===== src/rtl/addsub_serial.sv =====
// Chunk-serial two's-complement adder/subtractor: one CHUNK-bit slice per cycle, valid/ready on both sides.
// Optional condition flags are built only when ADDSUB_SERIAL_FLAGS_EN is defined; otherwise they read 0.
module addsub_serial #(
  parameter int WIDTH = 64,
  parameter int CHUNK = 16
) (
  input  logic             clk,
  input  logic             rst,
  input  logic             in_valid,
  output logic             in_ready,
  input  logic             op,
  input  logic [WIDTH-1:0] a,
  input  logic [WIDTH-1:0] b,
  output logic             out_valid,
  input  logic             out_ready,
  output logic [WIDTH-1:0] result,
  output logic             overflow,
  output logic             carry,
  output logic             zero,
  output logic             sign
);

  localparam int NCHUNK = WIDTH / CHUNK;
  localparam int KW     = (NCHUNK > 1) ? $clog2(NCHUNK) : 1;

  typedef enum logic [1:0] {
    IDLE = 2'd0,
    BUSY = 2'd1,
    DONE = 2'd2
  } state_t;

  state_t            r_state;
  state_t            w_nextState;
  logic [KW-1:0]     r_k;
  logic [WIDTH-1:0]  r_a;
  logic [WIDTH-1:0]  r_b;
  logic [WIDTH-1:0]  r_result;
  logic              r_carry;
  logic [CHUNK-1:0]  w_aChunk;
  logic [CHUNK-1:0]  w_bChunk;
  logic [CHUNK:0]    w_sum;
  logic              w_accept;
  logic              w_lastChunk;

  always_ff @(posedge clk or posedge rst) begin
    if (rst) begin
      r_state <= IDLE;
    end else begin
      r_state <= w_nextState;
    end
  end

  always_comb begin
    w_nextState = r_state;
    in_ready    = 1'b0;
    out_valid   = 1'b0;
    case (r_state)
      IDLE: begin
        in_ready = 1'b1;
        if (in_valid) w_nextState = BUSY;
      end
      BUSY: begin
        if (w_lastChunk) w_nextState = DONE;
      end
      DONE: begin
        out_valid = 1'b1;
        if (out_ready) w_nextState = IDLE;
      end
      default: w_nextState = IDLE;
    endcase
  end

  assign w_accept    = in_ready && in_valid;
  assign w_lastChunk = (r_k == KW'(NCHUNK - 1));

  // Constant-index mux keeps the chunk select free of variable part-selects.
  always_comb begin
    w_aChunk = '0;
    w_bChunk = '0;
    for (int i = 0; i < NCHUNK; i++) begin
      if (r_k == KW'(i)) begin
        w_aChunk = r_a[i*CHUNK +: CHUNK];
        w_bChunk = r_b[i*CHUNK +: CHUNK];
      end
    end
  end

  assign w_sum = {1'b0, w_aChunk} + {1'b0, w_bChunk} + {{CHUNK{1'b0}}, r_carry};

  // Subtraction is a + ~b + 1: b is inverted and the carry-in seeded at acceptance.
  always_ff @(posedge clk or posedge rst) begin
    if (rst) begin
      r_k      <= '0;
      r_a      <= '0;
      r_b      <= '0;
      r_carry  <= 1'b0;
      r_result <= '0;
    end else if (w_accept) begin
      r_a     <= a;
      r_b     <= b ^ {WIDTH{op}};
      r_carry <= op;
      r_k     <= '0;
    end else if (r_state == BUSY) begin
      for (int i = 0; i < NCHUNK; i++) begin
        if (r_k == KW'(i)) r_result[i*CHUNK +: CHUNK] <= w_sum[CHUNK-1:0];
      end
      r_carry <= w_sum[CHUNK];
      if (!w_lastChunk) r_k <= r_k + KW'(1);
    end
  end

  assign result = r_result;

`ifdef ADDSUB_SERIAL_FLAGS_EN
  logic [WIDTH-1:0] w_finalResult;
  logic             r_overflow;
  logic             r_carryFlag;
  logic             r_zero;
  logic             r_sign;

  // The top chunk is still in flight on the last BUSY cycle, so flags see it merged in.
  always_comb begin
    w_finalResult = r_result;
    w_finalResult[WIDTH-1 -: CHUNK] = w_sum[CHUNK-1:0];
  end

  always_ff @(posedge clk or posedge rst) begin
    if (rst) begin
      r_overflow  <= 1'b0;
      r_carryFlag <= 1'b0;
      r_zero      <= 1'b0;
      r_sign      <= 1'b0;
    end else if (r_state == BUSY && w_lastChunk) begin
      r_overflow  <= (r_a[WIDTH-1] == r_b[WIDTH-1]) &&
                     (w_finalResult[WIDTH-1] != r_a[WIDTH-1]);
      r_carryFlag <= w_sum[CHUNK];
      r_zero      <= (w_finalResult == '0);
      r_sign      <= w_finalResult[WIDTH-1];
    end
  end

  assign overflow = r_overflow;
  assign carry    = r_carryFlag;
  assign zero     = r_zero;
  assign sign     = r_sign;
`else
  assign overflow = 1'b0;
  assign carry    = 1'b0;
  assign zero     = 1'b0;
  assign sign     = 1'b0;
`endif

endmodule


===== config.mk =====
export PLATFORM = sky130hd
export DESIGN_NAME = addsub_serial
export DESIGN_NICKNAME = d
export VERILOG_FILES = /design/src/rtl/addsub_serial.sv
export SDC_FILE = /design/constraint.sdc
export NUM_CORES = 1
export LEC_CHECK = 0
export ABC_AREA = 1
export BUFFER_PORTS_ARGS = -buffer_cell sky130_fd_sc_hd__buf_2
export CORE_MARGIN = 3
export CORE_UTILIZATION = 45
export DETAILED_ROUTE_END_ITERATION = 8
export PLACE_DENSITY = 0.77
export SYNTH_ARGS = -nofsm -noshare
export SYNTH_HDL_FRONTEND = slang
export SYNTH_SLANG_ARGS = --single-unit

===== constraint.sdc =====
create_clock -name clk -period 9.6 [get_ports clk]
set_input_delay 0.96 -clock clk [delete_from_list [all_inputs] [get_ports clk]]
set_output_delay 0.96 -clock clk [all_outputs]
set_load 0.02 [all_outputs]

==> summary.md <==
| Metric | Value |
|---|---|
| Via count | 8466 |
| Worst setup path start | r_k[0]$_DFFE_PP0P_ |
| Worst path max stage delay | 0.67 ns |
| Final setup fails | 0 |
| Final Hold Vio Count | 0 |
| # fillers | 2024 |
| Slowest-stage cell, CP | ha_1 |
| Root Driver | clkbuf_16 |
| Die Height | 155 um |
| CP Data Required Time | 9.92 ns |
| Worst Skew | 0.0122 ns |
| TritonCTS buffer count | 17 |
| Vias in the first global route | 8315 |
| Port bufs | 198 |
| Worst setup EP type | register |
| Initial core utilization | 46.8% |
| Crit path launch type | register |
| First-pass GRT wire length | 43.5 mm |
| Reg-to-Reg Start | r_k[0]$_DFFE_PP0P_ |
| CTS clk-pin slew, worst paths | 0.08 ns |
| FF-to-FF path depth | 17 |
| Leakage | 6.11 nW |
| Crit path max fanout | 38 |
| Vias/cell | 5.10 |
| Hold Crit Start | result[1]$_DFFE_PP0P_ |
| H-tree levels | 4 |
| Total GRT Usage | 22.6% |
| Post-DP HPWL | 19.4 mm |
| Final Critical Period | 3.79 ns |
| Layout cell share with drive strength beyond 1 | 19.0% |
| Gpl congestion | 0.921 |
| Post-Synthesis Cells | 1216 |
| Synth Area in Simple Gates | 23.3% |
| Mux contribution to synthesized area | 0% |
| RSZ-0062 raised after global routing | false |
| Die area | 24100 sq um |
| Grt ovf | 0 |
| Setup Fix Bufs, Post-CTS | 0 |
| Detailed Route WL | 27.2 mm |
| Post_cts resized | 0 |
| Slew HR | 26.8% |
| DRC Markers | 0 |
| Fmax | 264 MHz |
| Top delay family on crit path | adder cells |
| Hold slack | 0.475 ns |
| Initial DRT Pass Iterations | 6 |
| N_diodes | 0 |
| Tcrit/Tclk final | 39.5% |
| Placed cell count | 1627 |
| Post-route ant nets | 0 |
| Worst-Margin Slew | 1.10 ns |
| Worst-Skew Late Latency | 0.43 ns |
| Clk sinks | 197 |
| Syn-to-layout area delta | 15.2% |
| Max Transition Viols Final | 0 |
| Register area share after synthesis | 49.2% |
| Layout Cells excl Fill | 1659 |
| Worst Path Arrival | 4.11 ns |
| Largest family of logic cells by synthesized area | simple AND/OR/NAND/NOR gates |
| TNS Setup | 0 ns |
| Syn avg cell area | 8.24 sq um |
| Starting DRT DRC Count | 735 |
| Maximum vdd drop | 0.202 mV |
| Worst Hold End | result[1]$_DFFE_PP0P_ |
| Clock Path Buffers | 2 |
| RR Endpoint | result[60]$_DFFE_PP0P_ |
| Xor-xnor portion of the synthesized cell area | 6.34% |
| Row count | 53 |
| Pin count of the biggest net entering global routing | 121 |
| Die extent in x | 155 um |
| WL per Instance | 16.4 um |
| Initial antenna violation count | 0 |
| Status | complete, no violations |
| Critical path cell sequence | inv_1 -> ha_1 -> inv_1 -> buf_4 -> o21ai_0 -> a21oi_1 -> a21oi_1 -> fa_1 -> inv_1 -> fa_1 -> nand2_1 -> nand2_1 -> and2_4 -> nand3_1 -> nand4_1 -> nand3_1 -> nand2_1 |
| Yosys warning count | 0 |
| PD cells | 431 nW/um^2 |
| Post-Synth Adder-Cell Area | 2.77% |
| HP Class | reg -> reg |
| Yosys reg bits | 197 |
| WS Path Type | reg -> reg |
| Core area | 21400 sq um |
| Buffers & Inverters on Critical Path | 4 |
| Cts hold-fix bufs | 0 |
| Compound-Gate Fraction of Synth Area | 11.4% |
| CTS tree | done |
| Nets | 1525 |
| Max-cap violation count | 0 |
| Top-level port count | 203 |
| Hold Path Stages | 2 |
| Mapped Area | 10000 sq um |
| Yosys cell types | 40 |
| Register-to-register setup slack | 5.81 ns |
[per-layer routing]
metal,routed length [um],GRT usage [%]
met1,12000,30.9
met4,574,6.46
met3,1610,4.37
met2,13100,37.2
met5,0,0
[cell usage in the layout, fill, tap and decap left out, types with 20 or more instances in the layout]
cell type / count
nand3_1: 43
a22oi_1: 22
o21ai_1: 20
buf_2: 197
o21ai_0: 104
a21oi_1: 51
inv_1: 60
xnor2_1: 65
nor2_1: 38
dfrtp_1: 197
nand2_1: 476
[worst register-to-register path: cells and delay by family (launching register included)]
family / cells / cell delay [ns]
flip-flops: 1 / 0.43
AO/OA/AOI/OAI: 3 / 0.43
AND/OR/NAND/NOR: 7 / 0.78
buffers and inverters: 4 / 0.76
adder cells (fa/ha/maj): 3 / 1.29
[logic make-up after synthesis]
logic type | count (synthesis)
simple gates | 581
compound gates | 209
flops | 197
buf+inv | 137
xor+xnor | 70
fa+ha+maj | 21
other cells | 1
[layout make-up]
class                   instances  area [sq um]  share of cell area, %
well taps                     275           344                   2.98
clock inverters                13           138                   1.19
flip-flops and latches        197          4930                   42.7
repair buffers                202          1020                   8.86
inverters                      68           263                   2.28
clock buffers                  19           443                   3.84
multi-input cells             885          4410                   38.2
[state kept, by name (all words and copies together) (netlist names)]
signal   flops
r_carry      1
r_k          2
r_state      2
r_b         64
result      64
r_a         64
[power breakdown]
part | leakage (nW) | internal (mW) | switching, mW
clock | 0.290 | 0.376 | 0.345
sequential | 2.45 | 1.23 | 0.236
combinational | 3.36 | 0.895 | 1.89
total | 6.11 | 2.50 | 2.47
[through the flow]
| stage | worst slack, ns | utilization, % | total power, mW | cell area [sq um] |
|---|---|---|---|---|
| 5_1_grt | 5.43 | 53.9 | 5.40 | 11500 |
| 3_3_place_gp | 6.02 | 51.2 | 4.17 | 11000 |
| 2_1_floorplan | 3.27 | - | 3.48 | 10000 |
| 6_report | 5.81 | 53.9 | 4.98 | 11500 |
| 3_5_place_dp | 5.85 | 51.2 | 4.24 | 11000 |
| 4_1_cts | 5.86 | 53.9 | 4.97 | 11500 |
[cells in the mapped netlist]
cell type / instances / share of area, %
a21oi_1: 51 / 2.5
a22o_1: 1 / 0.087
a22oi_1: 22 / 1.6
and2_1: 1 / 0.062
and2_4: 1 / 0.087
buf_1: 1 / 0.037
buf_2: 19 / 0.95
buf_4: 22 / 1.6
buf_6: 10 / 1.1
clkbuf_1: 17 / 0.64
conb_1: 1 / 0.037
dfrtp_1: 197 / 49
fa_1: 2 / 0.40
ha_1: 19 / 2.4
inv_1: 62 / 2.3
inv_2: 6 / 0.22
nand2_1: 476 / 18
nand2_2: 4 / 0.25
nand2_4: 2 / 0.22
nand3_1: 43 / 2.1
nand3_2: 1 / 0.10
nand3b_1: 2 / 0.15
nand4_1: 1 / 0.062
nor2_1: 38 / 1.4
nor2_2: 1 / 0.062
nor2_4: 6 / 0.67
nor3_1: 3 / 0.15
o21a_1: 5 / 0.37
o21ai_0: 104 / 5.2
o21ai_1: 20 / 1.0
o21ai_2: 3 / 0.26
o21bai_1: 1 / 0.075
o21bai_2: 1 / 0.11
o31ai_1: 1 / 0.075
or2_0: 1 / 0.062
or2_1: 1 / 0.062
xnor2_1: 65 / 5.7
xnor2_2: 2 / 0.32
xor2_1: 2 / 0.17
xor2_2: 1 / 0.16
[worst max path at each step]
stage	end	slack, ns	cells past startpoint
detailed placement	result[60]$_DFFE_PP0P_	5.85	17
CTS	result[60]$_DFFE_PP0P_	5.86	17
finish	result[60]$_DFFE_PP0P_	5.81	17
global route	result[28]$_DFFE_PP0P_	5.43	17
floorplan	r_a[0]$_DFFE_PP0P_	3.27	1
global placement	r_carry$_DFFE_PP0P_	6.02	19
(Power assumes the default switching activity.)
